`src/rtl/io_delay_ctrl_pkg.sv`:
```
// Shared types and constants for the IO delay tap sequencer.
// Holds the FSM state enum, the command opcodes and the default channel/tap sizes.
package io_delay_ctrl_pkg;

  localparam int NUM_CH_DEF = 4;
  localparam int TAP_W_DEF  = 5;

  localparam logic [1:0] OP_LOAD_ONE = 2'd0;
  localparam logic [1:0] OP_LOAD_ALL = 2'd1;
  localparam logic [1:0] OP_SWEEP    = 2'd2;
  localparam logic [1:0] OP_RSVD     = 2'd3;

  typedef enum logic [2:0] {
    ST_IDLE   = 3'd0,
    ST_LOAD   = 3'd1,
    ST_SETTLE = 3'd2,
    ST_VERIFY = 3'd3,
    ST_DWELL  = 3'd4,
    ST_NEXT   = 3'd5,
    ST_DONE   = 3'd6
  } state_e;

endpackage

```
`src/rtl/io_delay_dwell_timer.sv`:
```
// Loadable down-counter shared by the SETTLE and DWELL waits.
// Loading N-1 makes o_expire assert on the Nth cycle after the load.
module io_delay_dwell_timer #(
  parameter int DWELL_W = 16
) (
  input  logic               clk,
  input  logic               rst,
  input  logic               i_load,
  input  logic [DWELL_W-1:0] i_load_val,
  output logic               o_expire
);

  logic [DWELL_W-1:0] r_cnt;
  logic               r_run;

  always_ff @(posedge clk or posedge rst) begin
    if (rst) begin
      r_cnt <= '0;
      r_run <= 1'b0;
    end else if (i_load) begin
      r_cnt <= i_load_val;
      r_run <= 1'b1;
    end else if (r_run) begin
      if (r_cnt == '0) r_run <= 1'b0;
      else             r_cnt <= r_cnt - 1'b1;
    end
  end

  assign o_expire = r_run && (r_cnt == '0);

endmodule

```
`src/rtl/io_delay_tap_ctrl.sv`:
```
// Tap load / tap sweep sequencer for the IO delay channels; all outputs registered.
// Define IO_DLY_CTRL_VERIFY_EN to compile in the docnt readback compare (VERIFY state).
module io_delay_tap_ctrl
  import io_delay_ctrl_pkg::*;
#(
  parameter int NUM_CH     = NUM_CH_DEF,
  parameter int TAP_W      = TAP_W_DEF,
  parameter int DWELL_W    = 16,
  parameter int SETTLE_CYC = 2
) (
  input  logic                      clk,
  input  logic                      rst,
  input  logic                      cmd_valid,
  output logic                      cmd_ready,
  input  logic [1:0]                cmd_op,
  input  logic [1:0]                cmd_ch,
  input  logic [TAP_W-1:0]          cmd_tap,
  input  logic [DWELL_W-1:0]        cmd_dwell,
  input  logic                      sample_in,
  output logic [NUM_CH-1:0]         ldcnt,
  output logic [NUM_CH*TAP_W-1:0]   dicnt,
  input  logic [NUM_CH*TAP_W-1:0]   docnt,
  output logic                      busy,
  output logic                      done,
  output logic                      err,
  output logic                      edge_found,
  output logic [TAP_W-1:0]          edge_tap
);

  localparam logic [TAP_W-1:0] TAP_MAX = '1;

  state_e                    r_state, w_state_nxt;
  logic [1:0]                r_op;
  logic [TAP_W-1:0]          r_tap, w_tap_nxt, r_edge_tap;
  logic [DWELL_W-1:0]        r_dwell, w_tmr_val;
  logic [NUM_CH-1:0]         r_ldmask, w_mask, r_ldcnt, w_ldcnt_nxt;
  logic [NUM_CH*TAP_W-1:0]   r_dicnt;
  logic                      r_busy, r_done, r_err, r_edge_found, r_ready;
  logic                      w_accept, w_tmr_load, w_expire, w_mismatch;

  assign w_accept = (r_state == ST_IDLE) && cmd_valid;

  io_delay_dwell_timer #(.DWELL_W(DWELL_W)) u_timer (
    .clk        (clk),
    .rst        (rst),
    .i_load     (w_tmr_load),
    .i_load_val (w_tmr_val),
    .o_expire   (w_expire)
  );

  always_ff @(posedge clk or posedge rst) begin
    if (rst) r_state <= ST_IDLE;
    else     r_state <= w_state_nxt;
  end

  always_comb begin
    w_state_nxt = r_state;
    case (r_state)
      ST_IDLE:   if (cmd_valid) w_state_nxt = (cmd_op == OP_RSVD) ? ST_DONE : ST_LOAD;
      ST_LOAD:   w_state_nxt = ST_SETTLE;
`ifdef IO_DLY_CTRL_VERIFY_EN
      ST_SETTLE: if (w_expire) w_state_nxt = ST_VERIFY;
      ST_VERIFY: w_state_nxt = (r_op == OP_SWEEP) ? ST_DWELL : ST_DONE;
`else
      ST_SETTLE: if (w_expire) w_state_nxt = (r_op == OP_SWEEP) ? ST_DWELL : ST_DONE;
`endif
      ST_DWELL:  if (w_expire) w_state_nxt = ST_NEXT;
      ST_NEXT:   w_state_nxt = (r_tap == TAP_MAX || r_edge_found) ? ST_DONE : ST_LOAD;
      ST_DONE:   w_state_nxt = ST_IDLE;
      default:   w_state_nxt = ST_IDLE;
    endcase
  end

  // r_tap doubles as the sweep index; it is what gets driven onto dicnt in LOAD.
  always_comb begin
    w_mask = r_ldmask;
    if (r_state == ST_IDLE)
      w_mask = (cmd_op == OP_LOAD_ONE) ? (NUM_CH'(1) << cmd_ch) : '1;
    w_tap_nxt = r_tap;
    if (w_accept)
      w_tap_nxt = (cmd_op == OP_SWEEP) ? '0 : cmd_tap;
    else if (r_state == ST_NEXT && w_state_nxt == ST_LOAD)
      w_tap_nxt = r_tap + 1'b1;
    w_ldcnt_nxt = (w_state_nxt == ST_LOAD) ? w_mask : '0;
    w_tmr_load  = 1'b0;
    w_tmr_val   = DWELL_W'(SETTLE_CYC - 1);
    if (r_state == ST_LOAD) begin
      w_tmr_load = 1'b1;
    end else if (w_state_nxt == ST_DWELL && r_state != ST_DWELL) begin
      w_tmr_load = 1'b1;
      w_tmr_val  = (r_dwell == '0) ? '0 : r_dwell - 1'b1;
    end
  end

`ifdef IO_DLY_CTRL_VERIFY_EN
  always_comb begin
    w_mismatch = 1'b0;
    for (int n = 0; n < NUM_CH; n++)
      if (r_ldmask[n] && docnt[n*TAP_W +: TAP_W] != r_dicnt[n*TAP_W +: TAP_W])
        w_mismatch = 1'b1;
  end
`else
  logic w_unused_docnt;
  assign w_unused_docnt = ^docnt;
  assign w_mismatch     = 1'b0;
`endif

  always_ff @(posedge clk or posedge rst) begin
    if (rst) begin
      r_op         <= OP_LOAD_ONE;
      r_tap        <= '0;
      r_dwell      <= '0;
      r_ldmask     <= '0;
      r_ldcnt      <= '0;
      r_dicnt      <= '0;
      r_busy       <= 1'b0;
      r_done       <= 1'b0;
      r_err        <= 1'b0;
      r_edge_found <= 1'b0;
      r_edge_tap   <= '0;
      r_ready      <= 1'b1;
    end else begin
      r_ldcnt <= w_ldcnt_nxt;
      r_busy  <= (w_state_nxt != ST_IDLE);
      r_done  <= (w_state_nxt == ST_DONE);
      r_ready <= (w_state_nxt == ST_IDLE);
      r_tap   <= w_tap_nxt;
      if (w_accept) begin
        r_op         <= cmd_op;
        r_ldmask     <= w_mask;
        r_dwell      <= cmd_dwell;
        r_err        <= (cmd_op == OP_RSVD);
        r_edge_found <= 1'b0;
        r_edge_tap   <= '0;
      end
      if (w_state_nxt == ST_LOAD)
        for (int n = 0; n < NUM_CH; n++)
          if (w_mask[n]) r_dicnt[n*TAP_W +: TAP_W] <= w_tap_nxt;
      if (r_state == ST_VERIFY && w_mismatch)
        r_err <= 1'b1;
      if (r_state == ST_DWELL && w_expire && sample_in && !r_edge_found) begin
        r_edge_found <= 1'b1;
        r_edge_tap   <= r_tap;
      end
    end
  end

  assign cmd_ready  = r_ready;
  assign ldcnt      = r_ldcnt;
  assign dicnt      = r_dicnt;
  assign busy       = r_busy;
  assign done       = r_done;
  assign err        = r_err;
  assign edge_found = r_edge_found;
  assign edge_tap   = r_edge_tap;

endmodule

```
`config.mk`:
```
export PLATFORM = sky130hd
export DESIGN_NAME = io_delay_tap_ctrl
export DESIGN_NICKNAME = d
export VERILOG_FILES = /design/src/rtl/io_delay_ctrl_pkg.sv /design/src/rtl/io_delay_dwell_timer.sv /design/src/rtl/io_delay_tap_ctrl.sv
export SDC_FILE = /design/constraint.sdc
export NUM_CORES = 1
export LEC_CHECK = 0
export CAP_MARGIN = 25
export CORE_MARGIN = 4
export CORE_UTILIZATION = 26
export CTS_CLUSTER_SIZE = 25
export DETAILED_ROUTE_END_ITERATION = 10
export GPL_TIMING_DRIVEN = 0
export PLACE_DENSITY = 0.58
export SETUP_SLACK_MARGIN = 0.5
export SKIP_LAST_GASP = 1
export SYNTH_ARGS = -nofsm -noshare
export SYNTH_HDL_FRONTEND = slang
export SYNTH_HIERARCHICAL = 1
export SYNTH_SLANG_ARGS = --single-unit
```
`constraint.sdc`:
```
create_clock -name clk -period 3.55 [get_ports clk]
set_input_delay 0.71 -clock clk [delete_from_list [all_inputs] [get_ports clk]]
set_output_delay 0.71 -clock clk [all_outputs]
set_load 0.01 [all_outputs]
```
# Word level (Yosys, flattened, before mapping)
# Index checks and enable logic that the tools add are counted.
dict set report totals {
  ff_bits 81
  latchBits 0
  mem_bits_rw 0
  romBits 0
  input_bits 49
  out_inout_bits 34
  wordCells 85
  memories 0
}
dict set report op_classes {
  addsub 3
  n_mul 0
  div_mod_pow 0
  magnitude_cmp 0
  n_eq_ne 13
  n_shift 1
  mux 28
  bitwise_logic 0
  n_reduce_logical 22
}
# cell n
set op_table {}
lappend op_table {{16-bit two-way mux} 6}
lappend op_table {{16-bit zero test} 2}
lappend op_table {{16-bit by 1-bit subtractor with 16-bit output, second input constant} 2}
lappend op_table {{5-bit two-way mux} 5}
lappend op_table {{3-bit two-way mux} 5}
lappend op_table {{3-bit one-hot mux with 5 select lines} 1}
lappend op_table {{3-bit equality test, second input constant} 4}
lappend op_table {{4-bit two-way mux} 3}
lappend op_table {{2-bit AND reduction} 5}
lappend op_table {{1-bit logical AND} 7}
lappend op_table {{1-bit two-way mux} 7}
lappend op_table {{2-bit equality test, second input constant} 3}
lappend op_table {{3-bit by 1-bit equality test with 1-bit output, second input constant} 2}
lappend op_table {{3-bit zero test} 2}
lappend op_table {{5-bit by 1-bit adder with 5-bit output, second input constant} 1}
lappend op_table {{5-bit equality test, second input constant} 1}
lappend op_table {{2-bit nonzero test} 2}
lappend op_table {{1-bit by 2-bit << shifter with 4-bit output, first input constant} 1}
lappend op_table {{3-bit by 2-bit equality test with 1-bit output, second input constant} 1}
lappend op_table {{3-bit != test, second input constant} 1}
lappend op_table {{3-bit nonzero test} 1}
lappend op_table {{2-bit zero test} 1}
lappend op_table {{2-bit two-way mux} 1}
lappend op_table {{2-bit by 1-bit != test with 1-bit output, second input constant} 1}
lappend op_table {{other kinds (2)} 2}

# Depth between registers and ports, before layout
# Gate-level depths: netlist of run 1.
dict set report logic_depth {
  ltp_word 10
  mapped_depth 15
  depth_no_buf 13
}

# Modules after synthesis
# Netlist of run 1, hierarchy kept.
# module instances cells_each area_per_inst_um2 seq_area_each_um2
set by_module_without_submodules {}
lappend by_module_without_submodules {io_delay_tap_ctrl 1 302 3070.4 1602.8}
lappend by_module_without_submodules {io_delay_dwell_timer 1 125 1108.6 425.4}

# Worst setup path before layout of run 1
# OpenSTA, ideal clock, no wires.
dict set report synth_timing {
  path_type {flip-flop to flip-flop}
  start {register u_timer.r_cnt[6]}
  end {register u_timer.r_cnt[11]}
  setup_time_ns 0.116
  arrival_time_ns 3.127
  required_time_ns 3.434
  slack_ns 0.308
  stages_incl_launch_ff 14
  path_buffers 3
  period_less_slack_ns 3.242
  cell_sequence {dfrtp_1 > buf_6 > nor4_1 > and4b_1 > and3_1 > and3b_1 > o32a_1 > nor3b_1 > nand3_1 > o31ai_1 > clkbuf_1 > clkbuf_1 > nand2_1 > o311ai_0}
}
dict set report synth_via {
  elab_chain_len 10
  elab_cells_between_ends 18
  classes_between {add/sub (1); eq/ne (2); mux (10); reduce/logical (5)}
}
# item line_no
set synth_rtl {}
lappend synth_rtl {{from (decl)} io_delay_dwell_timer.sv:13} ;# logic [DWELL_W-1:0] r_cnt;
lappend synth_rtl {{from (signal assigned)} io_delay_dwell_timer.sv:21} ;# r_cnt <= i_load_val;
lappend synth_rtl {{from (signal assigned)} io_delay_dwell_timer.sv:25} ;# else r_cnt <= r_cnt - 1'b1;
lappend synth_rtl {{16-bit zero test (*)} io_delay_dwell_timer.sv:29} ;# assign o_expire = r_run && (r_cnt == '0);
lappend synth_rtl {{1-bit logical AND (*)} io_delay_dwell_timer.sv:29}
lappend synth_rtl {{via w_expire} io_delay_tap_ctrl.sv:39} ;# logic w_accept, w_tmr_load, w_expire, w_mismatch;
lappend synth_rtl {{3-bit two-way mux, on equally long branches} {io_delay_tap_ctrl.sv:67, io_delay_tap_ctrl.sv:65}}
lappend synth_rtl {{3-bit one-hot mux with 5 select lines (*)} io_delay_tap_ctrl.sv:58} ;# case (r_state)
lappend synth_rtl {{3-bit equality test (*)} io_delay_tap_ctrl.sv:89} ;# end else if (w_state_nxt == ST_DWELL && r_state != ST_DWELL) begin
lappend synth_rtl {{1-bit logical AND (*)} io_delay_tap_ctrl.sv:89}
lappend synth_rtl {{1-bit two-way mux (*)} io_delay_tap_ctrl.sv:89}
lappend synth_rtl {{1-bit two-way mux (*)} io_delay_tap_ctrl.sv:87} ;# if (r_state == ST_LOAD) begin
lappend synth_rtl {{via w_tmr_load} io_delay_tap_ctrl.sv:39}
lappend synth_rtl {{2-bit by 1-bit != test with 1-bit output (no source line) or 2-bit nonzero test (tied branches)} n/a}
lappend synth_rtl {{2-bit AND reduction (no source line)} n/a}
# Mark *: on every way through the listed nets, which the timed path passes. The rest lies on a longest branch. The select of a mux whose other input is x is not followed.
# A chain may end at the register's enable or synchronous reset.

# Worst setup path after layout of run 1
dict set report layout_timing {
  start {register r_tap[0]}
  end {register r_dicnt[13], in the netlist dicnt[13]}
}
dict set report layout_via {
  elab_chain_len 8
  elab_cells_between_ends 10
  classes_between {add/sub (1); eq/ne (2); mux (4); reduce/logical (3)}
}
# item line_no
set layout_rtl {}
lappend layout_rtl {{from (decl)} io_delay_tap_ctrl.sv:34} ;# logic [TAP_W-1:0] r_tap, w_tap_nxt, r_edge_tap;
lappend layout_rtl {{from (signal assigned)} io_delay_tap_ctrl.sv:127} ;# r_tap <= w_tap_nxt;
lappend layout_rtl {{5-bit equality test} io_delay_tap_ctrl.sv:68} ;# ST_NEXT: w_state_nxt = (r_tap == TAP_MAX || r_edge_found) ? ST_DONE : ST_LOAD;
lappend layout_rtl {{1-bit logical OR} io_delay_tap_ctrl.sv:68}
lappend layout_rtl {{3-bit two-way mux} io_delay_tap_ctrl.sv:68}
lappend layout_rtl {{3-bit one-hot mux with 5 select lines} io_delay_tap_ctrl.sv:58}
lappend layout_rtl {{3-bit by 1-bit equality test with 1-bit output} {io_delay_tap_ctrl.sv:82, io_delay_tap_ctrl.sv:136}}
lappend layout_rtl {{1-bit logical AND} io_delay_tap_ctrl.sv:82} ;# else if (r_state == ST_NEXT && w_state_nxt == ST_LOAD)
lappend layout_rtl {{5-bit two-way mux} io_delay_tap_ctrl.sv:82}
lappend layout_rtl {{5-bit two-way mux} io_delay_tap_ctrl.sv:80} ;# if (w_accept)
lappend layout_rtl {{to (signal, indexed assignment)} io_delay_tap_ctrl.sv:138} ;# if (w_mask[n]) r_dicnt[n*TAP_W +: TAP_W] <= w_tap_nxt;
lappend layout_rtl {{to (decl)} io_delay_tap_ctrl.sv:37} ;# logic [NUM_CH*TAP_W-1:0] r_dicnt;
# Parallel ways exist; a longest one is shown, timed or not.

==> results of run 1 <==
kinds of logic (layout without fill, tap and decap cells):
logic type / count (synthesis) / count (layout)
multiplexers: 23 / 23
AO/OA/AOI/OAI: 70 / 70
XOR/XNOR: 15 / 15
buffers and inverters: 32 / 117
AND/OR/NAND/NOR: 201 / 201
adder cells (fa/ha/maj): 5 / 5
flip-flops: 81 / 81
synth_stat cells, drive strengths merged, types with 2 or more instances:
cell	number	area (µm²)
a211oi	5	87.6
a21o	3	22.5
a21oi	11	66.3
a221o	2	20.0
a31oi	5	31.3
and2	3	18.8
and3	4	25.0
and3b	2	17.5
buf	7	52.5
clkbuf	10	37.5
dfrtp	80	2000
ha	5	62.6
inv	15	56.3
mux2	20	225
mux2i	3	30.0
nand2	89	334
nand2b	4	25.0
nand3	10	50.1
nand4	7	43.8
nor2	34	128
nor2b	4	25.0
nor3	11	60.1
nor3b	5	37.5
nor4	5	31.3
nor4b	2	23.8
o211ai	3	36.3
o21ai	21	105
o311a	2	20.0
o311ai	6	52.6
o31ai	2	15.0
o41ai	3	33.8
or2	4	25.0
or3	2	12.5
or3b	3	26.3
or4	6	56.3
or4b	3	33.8
xnor2	9	78.8
xor2	6	52.6
final timing paths:
kind                       slack [ns]         end  cells past startpoint     start
max                              0.63   dicnt[13]                      9  r_tap[0]
min                              0.48     r_op[0]                      2   r_op[0]
max reg2reg                      0.63   dicnt[13]                      9  r_tap[0]
min reg2reg                      0.48     r_op[0]                      2   r_op[0]
max in group asynchronous        2.05   cmd_ready                      3       rst
min in group asynchronous        0.80  r_dwell[0]                      2       rst
stage by stage:
| step | instances | setup slack [ns] | total power, mW | utilization (%) | setup TNS, ns |
|---|---|---|---|---|---|
| 2_1_floorplan | 427 | 0.562 | 2.99 | - | 0 |
| 3_3_place_gp | 705 | -0.253 | 3.65 | 32.1 | -1.85 |
| 3_5_place_dp | 706 | -0.212 | 3.71 | 32.2 | -1.44 |
| 4_1_cts | 726 | 0.538 | 4.96 | 35.1 | 0 |
| 5_1_grt | 728 | 0.483 | 5.36 | 35.5 | 0 |
| 6_report | 728 | 0.628 | 5.00 | 35.5 | 0 |
repair_timing:
item	4_1_cts	5_1_grt
pin swaps	2	4
hold buffers	0	0
gates cloned	0	0
gates resized for setup	16	22
setup buffers	4	2
setup endpoints to repair	37	17
metal layers:
| layer | global-route usage (%) | up-vias |
|---|---|---|
| met5 | 0 | - |
| met4 | 3.45 | 0 |
| met3 | 4.28 | 11 |
| met2 | 20.9 | 80 |
| met1 | 16.8 | 1702 |
| li1 | - | 1661 |
area by class of cell:
class                           instances  area [µm²]  area share (%)
Timing Repair Buffer                   69         686            12.2
Multi-Input combinational cell        314        2130            37.8
Inverter                               15        56.3            1.00
Sequential cell                        81        2030            36.1
Buffer                                 17         106            1.89
Clock buffer                            9         225            4.00
Clock inverter                          7         124            2.20
Tap cell                              216         270            4.80
power by group through the flow:
stage	sequential [mW]	combinational (mW)	clock (mW)
after global routing	1.70	2.49	1.17
after global placement	1.60	2.04	0
final	1.64	2.26	1.10
after CTS	1.62	2.20	1.13
after detailed placement	1.63	2.08	0
after floorplan	1.61	1.38	0
sequential cells by signal, summed over array words and instances (netlist names):
signal / flops
dicnt: 20
ldcnt: 4
busy: 1
r_ldmask: 4
edge_tap: 5
done: 1
u_timer/r_cnt: 16
r_dwell: 16
err: 1
r_op: 2
r_tap: 5
edge_found: 1
u_timer/r_run: 1
r_state: 3
cmd_ready: 1
worst reg2reg max path, cell delays in order (launching register included):
cell and delay [ns]:
dfrtp_1 0.42, ha_1 0.24, and3_1 0.19, ha_1 0.20
or3b_2 0.48, a21oi_4 0.21, buf_4 0.15, o211ai_4 0.14
a211oi_4 0.38, mux2_2 0.39
==> flow_metrics.env, run 1 <==
export IMPL_status="finished, final reports clean"
export IMPL_timing_hold_ws_ns=0.475
export IMPL_critPathLaunchType="register"
export IMPL_place_congestion=0.851
export IMPL_path_max_fanout=6
export IMPL_nets=561
export IMPL_period_minus_slack_ns=2.92
export IMPL_switching_power_mw=1.94
export IMPL_critical_path_top_delay_family="compound AO/OA/AOI/OAI gates"
export IMPL_final_cell_mix="88 x nand2_1, 78 x dfrtp_1, 62 x clkdlybuf4s50_1, 33 x nor2_1, 20 x mux2_2"
export IMPL_cp_required_ns=3.77
export IMPL_cts_root_buf="clkbuf_16"
export IMPL_synthXorXnorAreaFrac_pct=3.14
export IMPL_place_hpwl_um=8390
export IMPL_ir_drop_mv=0.406
export IMPL_cts_tree="done"
export IMPL_synth_edf_count=0
export IMPL_swShare_pct=38.8
export IMPL_synth_net_count=481
export IMPL_setup_violations=0
export IMPL_vias=3454
export IMPL_antenna_left=0
export IMPL_area_delta_synth_final_pct=34.6
export IMPL_gr_total_overflow=0
export IMPL_fp_dieW_um=135
export IMPL_drcViolationCount=0
export IMPL_leakage_nw=2.36
export IMPL_crit_chain="ha_1, and3_1, ha_1, or3b_2, a21oi_4, buf_4, o211ai_4, a211oi_4, mux2_2"
export IMPL_clockPowerShare_pct=21.9
export IMPL_skew_ns=0.0104
export IMPL_synth_warnings=6
export IMPL_htreeDepth=3
export IMPL_grt_antenna_before_repair=0
export IMPL_max_slew_margin_rel_pct=42.2
export IMPL_critical_path_slowest_cell="or3b_2"
export IMPL_synth_compound_area_share_pct=13.3
export IMPL_synthMuxAreaShare_pct=6.11
export IMPL_seqPwrFrac_pct=32.8
export IMPL_path_common_cell="ha_1"
export IMPL_wl_met1_um=5140
export IMPL_clockBufferDepth=2
export IMPL_fillerInstances=1585
export IMPL_powerDensity_nw_per_um2=889
export IMPL_wl_um=11400
export IMPL_ys_flop_type="dfrtp_1"
export IMPL_rsz0062_at_grt="no"
export IMPL_grt_pass1_vias=3589
export IMPL_dr_wl_met3_um=589
export IMPL_postSynthCellCount=427
export IMPL_grtUsageTotal_pct=13.0
export IMPL_max_freq_mhz=342
export IMPL_synth_fa_ha_area_share_pct=1.50
export IMPL_worstHoldPathType="reg2reg"
export IMPL_first_pass_iters=4
export IMPL_crit_path_end_kind="register"
export IMPL_clk_latency_ns=0.34
export IMPL_drtIter0Drc=273
export IMPL_synthArstFlopShare_pct=100
export IMPL_final_common_cell="nand2_1"
export IMPL_critPathArrivalTime_ns=3.14
export IMPL_synth_top_family_by_area="simple AND/OR/NAND/NOR gates"
export IMPL_max_cap_violations=0
export IMPL_viasPerCell=4.74
export IMPL_tightestPinTransition_ns=0.862
export IMPL_slew_viol_final=0
export IMPL_numPortBuffers=62
export IMPL_routed_top_layer="met4"
export IMPL_grt_max_degree=38
export IMPL_initial_core_util_pct=26.4
export IMPL_synth_simple_area_share_pct=23.9
export IMPL_grt_pass1_wl_um=18600
export IMPL_n_antenna_cell=0
export IMPL_post_drt_wl_per_cell_um=15.6
export IMPL_clkTransAtPathRegs_ns=0.06
export IMPL_clock_sinks=81
export IMPL_synth_seq_area_share_pct=48.5
export IMPL_timing_final_crit_share_pct=82.3
export IMPL_io_pins=83
export IMPL_cts_buffers=9
export IMPL_rows=46
export IMPL_finalHoldViolCount=0
export IMPL_dieHeight_um=135
export IMPL_design_area_um2=5630
export IMPL_syn_cell_area_um2=4180
export IMPL_post_dp_cell_area_um2=5100
export IMPL_drive_gt1_share_pct=18.2
export IMPL_critPathBufInv=1
export IMPL_worstSetupPathType="reg2reg"
export IMPL_comb_power_share_pct=45.3
export IMPL_syn_area_per_cell_um2=9.79
export IMPL_core_um2=15800
export IMPL_slowest_delay_ns=0.48
export IMPL_p_int_mw=3.06
export IMPL_synth_seq_cells=81
export IMPL_wl_met2_um=5520
export IMPL_die_area_um2=18200
export IMPL_synth_cell_types=62
Power figures use the tool's default switching activity.
==> run 2: changes to the inputs <==
- PLACE_DENSITY: 0.58 -> 0.6
- clock period: 3.55 -> 2.6 ns (I/O delays scaled with it)
==> flow_metrics.env, run 2 (same netlist as run 1, synthesis figures left out) <==
export IMPL_worstHoldPathType="reg2reg"
export IMPL_vias=3586
export IMPL_drive_gt1_share_pct=28.4
export IMPL_fp_dieW_um=135
export IMPL_multi_input_area_um2=2320
export IMPL_max_slew_margin_rel_pct=40.4
export IMPL_post_dp_cell_area_um2=5250
export IMPL_place_hpwl_um=8410
export IMPL_ir_drop_mv=0.517
export IMPL_final_common_cell="nand2_1"
export IMPL_holdPathEnd="r_op[0]"
export IMPL_hold_start="r_op[0]"
export IMPL_timing_hold_ws_ns=0.474
export IMPL_skew_ns=0.0101
export IMPL_largest_reg_flops=20
export IMPL_fillerInstances=1534
export IMPL_clk_latency_ns=0.35
export IMPL_design_area_um2=6150
export IMPL_timing_rr_start="u_timer/r_cnt[11]"
export IMPL_grt_antenna_before_repair=0
export IMPL_grt_pass1_vias=3792
export IMPL_max_cap_violations=0
export IMPL_place_congestion=0.807
export IMPL_grtUsageTotal_pct=13.8
export IMPL_failed_checks="negative setup slack"
export IMPL_core_um2=15800
export IMPL_period_minus_slack_ns=2.84
export IMPL_viasPerCell=4.71
export IMPL_clockBufferDepth=2
export IMPL_grt_pass1_wl_um=19900
export IMPL_startpoint="u_timer/r_cnt[11]"
export IMPL_cts_buffers=9
export IMPL_nets=594
export IMPL_path_max_fanout=7
export IMPL_dieHeight_um=135
export IMPL_io_pins=83
export IMPL_crit_path_end_kind="register"
export IMPL_leakage_nw=2.63
export IMPL_drcViolationCount=0
export IMPL_slew_viol_final=0
export IMPL_die_area_um2=18200
export IMPL_setup_ws_ns=-0.239
export IMPL_powerDensity_nw_per_um2=1220
export IMPL_initial_core_util_pct=26.4
export IMPL_cts_root_buf="clkbuf_16"
export IMPL_numPortBuffers=62
export IMPL_ff2ff_setup_slack_ns=-0.24
export IMPL_clock_sinks=81
export IMPL_antenna_left=0
export IMPL_htreeDepth=3
export IMPL_timing_final_crit_share_pct=109
export IMPL_seqCellArea_um2=2030
export IMPL_wl_um=12000
export IMPL_tightestPinTransition_ns=0.889
export IMPL_final_cell_mix="88 x nand2_1, 78 x dfrtp_1, 62 x clkdlybuf4s50_1, 20 x buf_4, 19 x mux2_4"
export IMPL_reg2reg_depth=12
export IMPL_setup_violations=37
export IMPL_cts_tree="done"
export IMPL_post_drt_wl_per_cell_um=15.8
export IMPL_area_delta_synth_final_pct=47.3
export IMPL_first_pass_iters=4
export IMPL_grt_max_degree=35
export IMPL_max_freq_mhz=352
export IMPL_gr_total_overflow=0
export IMPL_cts_hold_buf=0
export IMPL_critPathLaunchType="register"
export IMPL_r2r_end="u_timer/r_cnt[7]"
export IMPL_finalHoldViolCount=0
export IMPL_rows=46
export IMPL_rsz0062_at_grt="yes"
export IMPL_critPathArrivalTime_ns=3.08
export IMPL_n_antenna_cell=0
export IMPL_min_path_cells=2
export IMPL_cp_required_ns=2.84
export IMPL_clkTransAtPathRegs_ns=0.07
export IMPL_status="finished with violations"
export IMPL_drtIter0Drc=219
export IMPL_worstSetupPathType="reg2reg"
-- run 2: cell count changes in the layout (fill, tap and decap cells not counted), sizes merged --
cell / before / now
buf: 17 / 47
bufinv: 3 / 0
clkinv: 0 / 1
clkbuf: 16 / 19
clkinvlp: 1 / 3
-- run 2: how the worst max path moves through the flow --
stage / endpoint / slack, ns
3_5_place_dp: u_timer/r_cnt[4] / -0.79
3_3_place_gp: u_timer/r_cnt[4] / -0.77
5_1_grt: u_timer/r_cnt[12] / -0.33
2_1_floorplan: u_timer/r_cnt[12] / -0.18
4_1_cts: u_timer/r_cnt[12] / -0.25
6_report: u_timer/r_cnt[7] / -0.24
-- run 2: per-stage QoR --
stage	util [%]	cells	setup TNS, ns	total power, mW	worst slack (ns)
6_report	38.9	761	-6.03	7.49	-0.239
5_1_grt	38.9	761	-9.06	8.00	-0.333
4_1_cts	38.1	757	-6.33	7.31	-0.246
3_5_place_dp	33.2	706	-20.73	5.30	-0.793
3_3_place_gp	33.0	705	-19.58	5.22	-0.771
2_1_floorplan	-	427	-1.50	4.30	-0.180
-- run 2: timing repair --
action,CTS,global route
hold endpoints to repair,0,0
setup buffers,32,3
pin swaps,25,14
setup endpoints to repair,65,65
gates resized for setup,52,29
gates cloned,3,1
-- run 2: routing by layer --
layer | GRT usage (%) | wire (µm) | part of all wire (%)
met5 | 0 | 0 | 0
met4 | 4.41 | 210 | 1.8
met3 | 4.66 | 807 | 6.7
met2 | 22.7 | 5760 | 48
met1 | 17.1 | 5200 | 43
-- run 2: layout make-up --
class / count / share of cell area (%)
inverter: 15 / 0.976
multi-input combinational: 314 / 37.8
sequential: 81 / 33.0
clock buffer: 9 / 3.66
timing repair buffer: 102 / 16.7
clock inverter: 7 / 0.955
tap: 216 / 4.39
buffer: 17 / 2.56
-- run 2: critical path, stage by stage, from the launching register on --
cell and delay (ns):
dfrtp_1 0.47, nor2_2 0.11, and4b_2 0.28, and3_4 0.21
and3b_1 0.19, o21ai_2 0.24, o311ai_4 0.19, nand3_2 0.12
o31ai_4 0.12, buf_4 0.16, clkbuf_8 0.13, or2_2 0.26
o311ai_1 0.24
-- run 2: power by group --
group / switching, mW / internal [mW] / total (mW)
sequential: 0.449 / 1.78 / 2.23
clock: 0.582 / 0.663 / 1.24
combinational: 1.94 / 2.08 / 4.02
total: 2.97 / 4.52 / 7.49
==> run 3: changes to the inputs <==
- CAP_MARGIN: 25 -> unset
- CTS_CLUSTER_DIAMETER: unset -> 30
- MAX_ROUTING_LAYER: unset -> met4
==> flow_metrics.env, run 3 (same netlist as run 1, synthesis figures left out) <==
export IMPL_status="finished with violations"
export IMPL_failed_checks="negative setup slack"
export IMPL_top_usage_layer="met2"
export IMPL_grt_pass1_wl_um=19500
export IMPL_drcViolationCount=0
export IMPL_cp_required_ns=2.83
export IMPL_ir_drop_mv=0.653
export IMPL_path_max_fanout=6
export IMPL_switching_power_mw=2.91
export IMPL_gr_total_overflow=0
export IMPL_max_freq_mhz=354
export IMPL_holdPathEnd="r_op[1]"
export IMPL_reg2reg_depth=12
export IMPL_ff2ff_setup_slack_ns=-0.22
export IMPL_period_minus_slack_ns=2.82
export IMPL_largest_reg_flops=20
export IMPL_clk_latency_ns=0.34
export IMPL_place_congestion=0.819
export IMPL_grtUsageTotal_pct=13.9
export IMPL_cts_tree="done"
export IMPL_design_area_um2=6050
export IMPL_final_common_cell="nand2_1"
export IMPL_comb_power_share_pct=52.6
export IMPL_final_instance_count_excl_fill=755
export IMPL_dieHeight_um=135
export IMPL_post_drt_wl_per_cell_um=15.9
export IMPL_post_dp_cell_area_um2=5250
export IMPL_htreeDepth=3
export IMPL_finalHoldViolCount=0
export IMPL_clkTransAtPathRegs_ns=0.07
export IMPL_core_um2=15800
export IMPL_n_antenna_cell=0
export IMPL_critPathArrivalTime_ns=3.06
export IMPL_dp_cells=706
export IMPL_seqPwrFrac_pct=30.6
export IMPL_die_area_um2=18200
export IMPL_cts_hold_buf=0
export IMPL_grt_antenna_before_repair=0
export IMPL_powerDensity_nw_per_um2=1210
export IMPL_fp_dieW_um=135
export IMPL_initial_core_util_pct=26.4
export IMPL_nets=588
export IMPL_max_cap_violations=0
export IMPL_gr_usage_met1_pct=17.3
export IMPL_final_cell_mix="87 x nand2_1, 78 x dfrtp_1, 62 x clkdlybuf4s50_1, 23 x buf_4, 22 x nor2_1"
export IMPL_drive_gt1_share_pct=26.5
export IMPL_r2r_end="dicnt[1]"
export IMPL_rows=46
export IMPL_clock_sinks=81
export IMPL_area_delta_synth_final_pct=44.9
export IMPL_setup_violations=36
export IMPL_use_met2_pct=22.1
export IMPL_drtIter0Drc=224
export IMPL_leakage_nw=2.57
export IMPL_p_int_mw=4.40
export IMPL_timing_rr_start="u_timer/r_cnt[9]"
export IMPL_grt_use_met3_pct=3.73
export IMPL_worstSetupPathType="reg2reg"
export IMPL_worstHoldPathType="reg2reg"
export IMPL_timing_final_crit_share_pct=109
export IMPL_hold_start="r_op[1]"
export IMPL_grt_max_degree=35
export IMPL_place_hpwl_um=8470
export IMPL_slew_viol_final=0
export IMPL_first_pass_iters=4
export IMPL_cts_buffers=9
export IMPL_wl_um=12000
export IMPL_max_slew_margin_rel_pct=39.7
export IMPL_tightestPinTransition_ns=0.899
export IMPL_min_path_cells=2
export IMPL_rsz0062_at_grt="yes"
export IMPL_cts_root_buf="clkbuf_16"
export IMPL_grt_pass1_vias=3769
export IMPL_clockPowerShare_pct=16.8
export IMPL_clockBufferDepth=2
export IMPL_timing_hold_ws_ns=0.481
export IMPL_skew_ns=0.00717
export IMPL_numPortBuffers=62
export IMPL_fin_util_pct=38.2
export IMPL_vias=3600
export IMPL_critPathLaunchType="register"
export IMPL_setup_ws_ns=-0.225
export IMPL_io_pins=83
export IMPL_viasPerCell=4.77
export IMPL_swShare_pct=39.8
export IMPL_crit_path_end_kind="register"
export IMPL_antenna_left=0
-- run 3: cell count changes in the layout (fill, tap and decap cells not counted), sizes merged --
cell / previous run / this run
clkinvlp: 3 / 2
clkinv: 1 / 3
clkbuf: 19 / 17
inv: 18 / 16
buf: 47 / 44
-- run 3: power by group through the flow --
stage | logic, mW | clock network [mW] | registers [mW]
finish | 3.85 | 1.22 | 2.24
detailed placement | 3.08 | 0 | 2.22
global placement | 3.02 | 0 | 2.21
floorplan | 2.08 | 0 | 2.21
global route | 4.19 | 1.32 | 2.30
CTS | 3.51 | 1.25 | 2.22
-- run 3: timing repair --
item / CTS / global route
setup buffers: 19 / 12
endpoints found under the setup margin: 66 / 65
gates cloned: 1 / 1
endpoints found under the hold margin: 0 / 0
pin swaps: 13 / 16
resized for setup: 35 / 38
-- run 3: cell type report --
type                       instances  area [µm²]
fill                            1541        9770
multi-input combinational        314        2300
sequential                        81        2030
timing repair buffer              96         956
tap                              216         270
clock buffer                      10         229
buffer                            17         158
inverter                          15        60.1
clock inverter                     6        51.3
-- run 3: how the worst max path moves through the flow --
stage,startpoint,end,cells past startpoint
after floorplan,u_timer/r_cnt[7],u_timer/r_cnt[12],12
after global placement,cmd_valid,u_timer/r_cnt[4],11
after detailed placement,cmd_valid,u_timer/r_cnt[5],11
after CTS,u_timer/r_cnt[6],u_timer/r_cnt[12],13
after global routing,u_timer/r_cnt[0],u_timer/r_cnt[12],14
final,u_timer/r_cnt[9],dicnt[1],12
-- run 3: stage by stage --
step	setup slack [ns]	setup TNS [ns]	power [mW]
after floorplan	-0.180	-1.50	4.30
after global placement	-0.793	-20.61	5.23
after detailed placement	-0.752	-20.12	5.31
after CTS	-0.237	-5.64	6.99
after global routing	-0.312	-8.06	7.81
final	-0.225	-4.76	7.31
-- run 3: per-layer routing --
metal,share of wire (%),wire [µm],vias up
met5,0,0,-
met4,1.3,155,0
met3,5.1,611,18
met2,48,5790,93
met1,45,5410,1765
li1,-,-,1724
-- run 3: critical path: stages (launching register included) --
cell      delay (ns)
dfrtp_2         0.42
nor4_4          0.31
and4b_2         0.30
and3_4          0.22
and3b_1         0.16
o32a_1          0.16
buf_4           0.12
buf_6           0.10
o211ai_4        0.12
buf_6           0.16
a211oi_4        0.19
buf_12          0.16
mux2_4          0.30
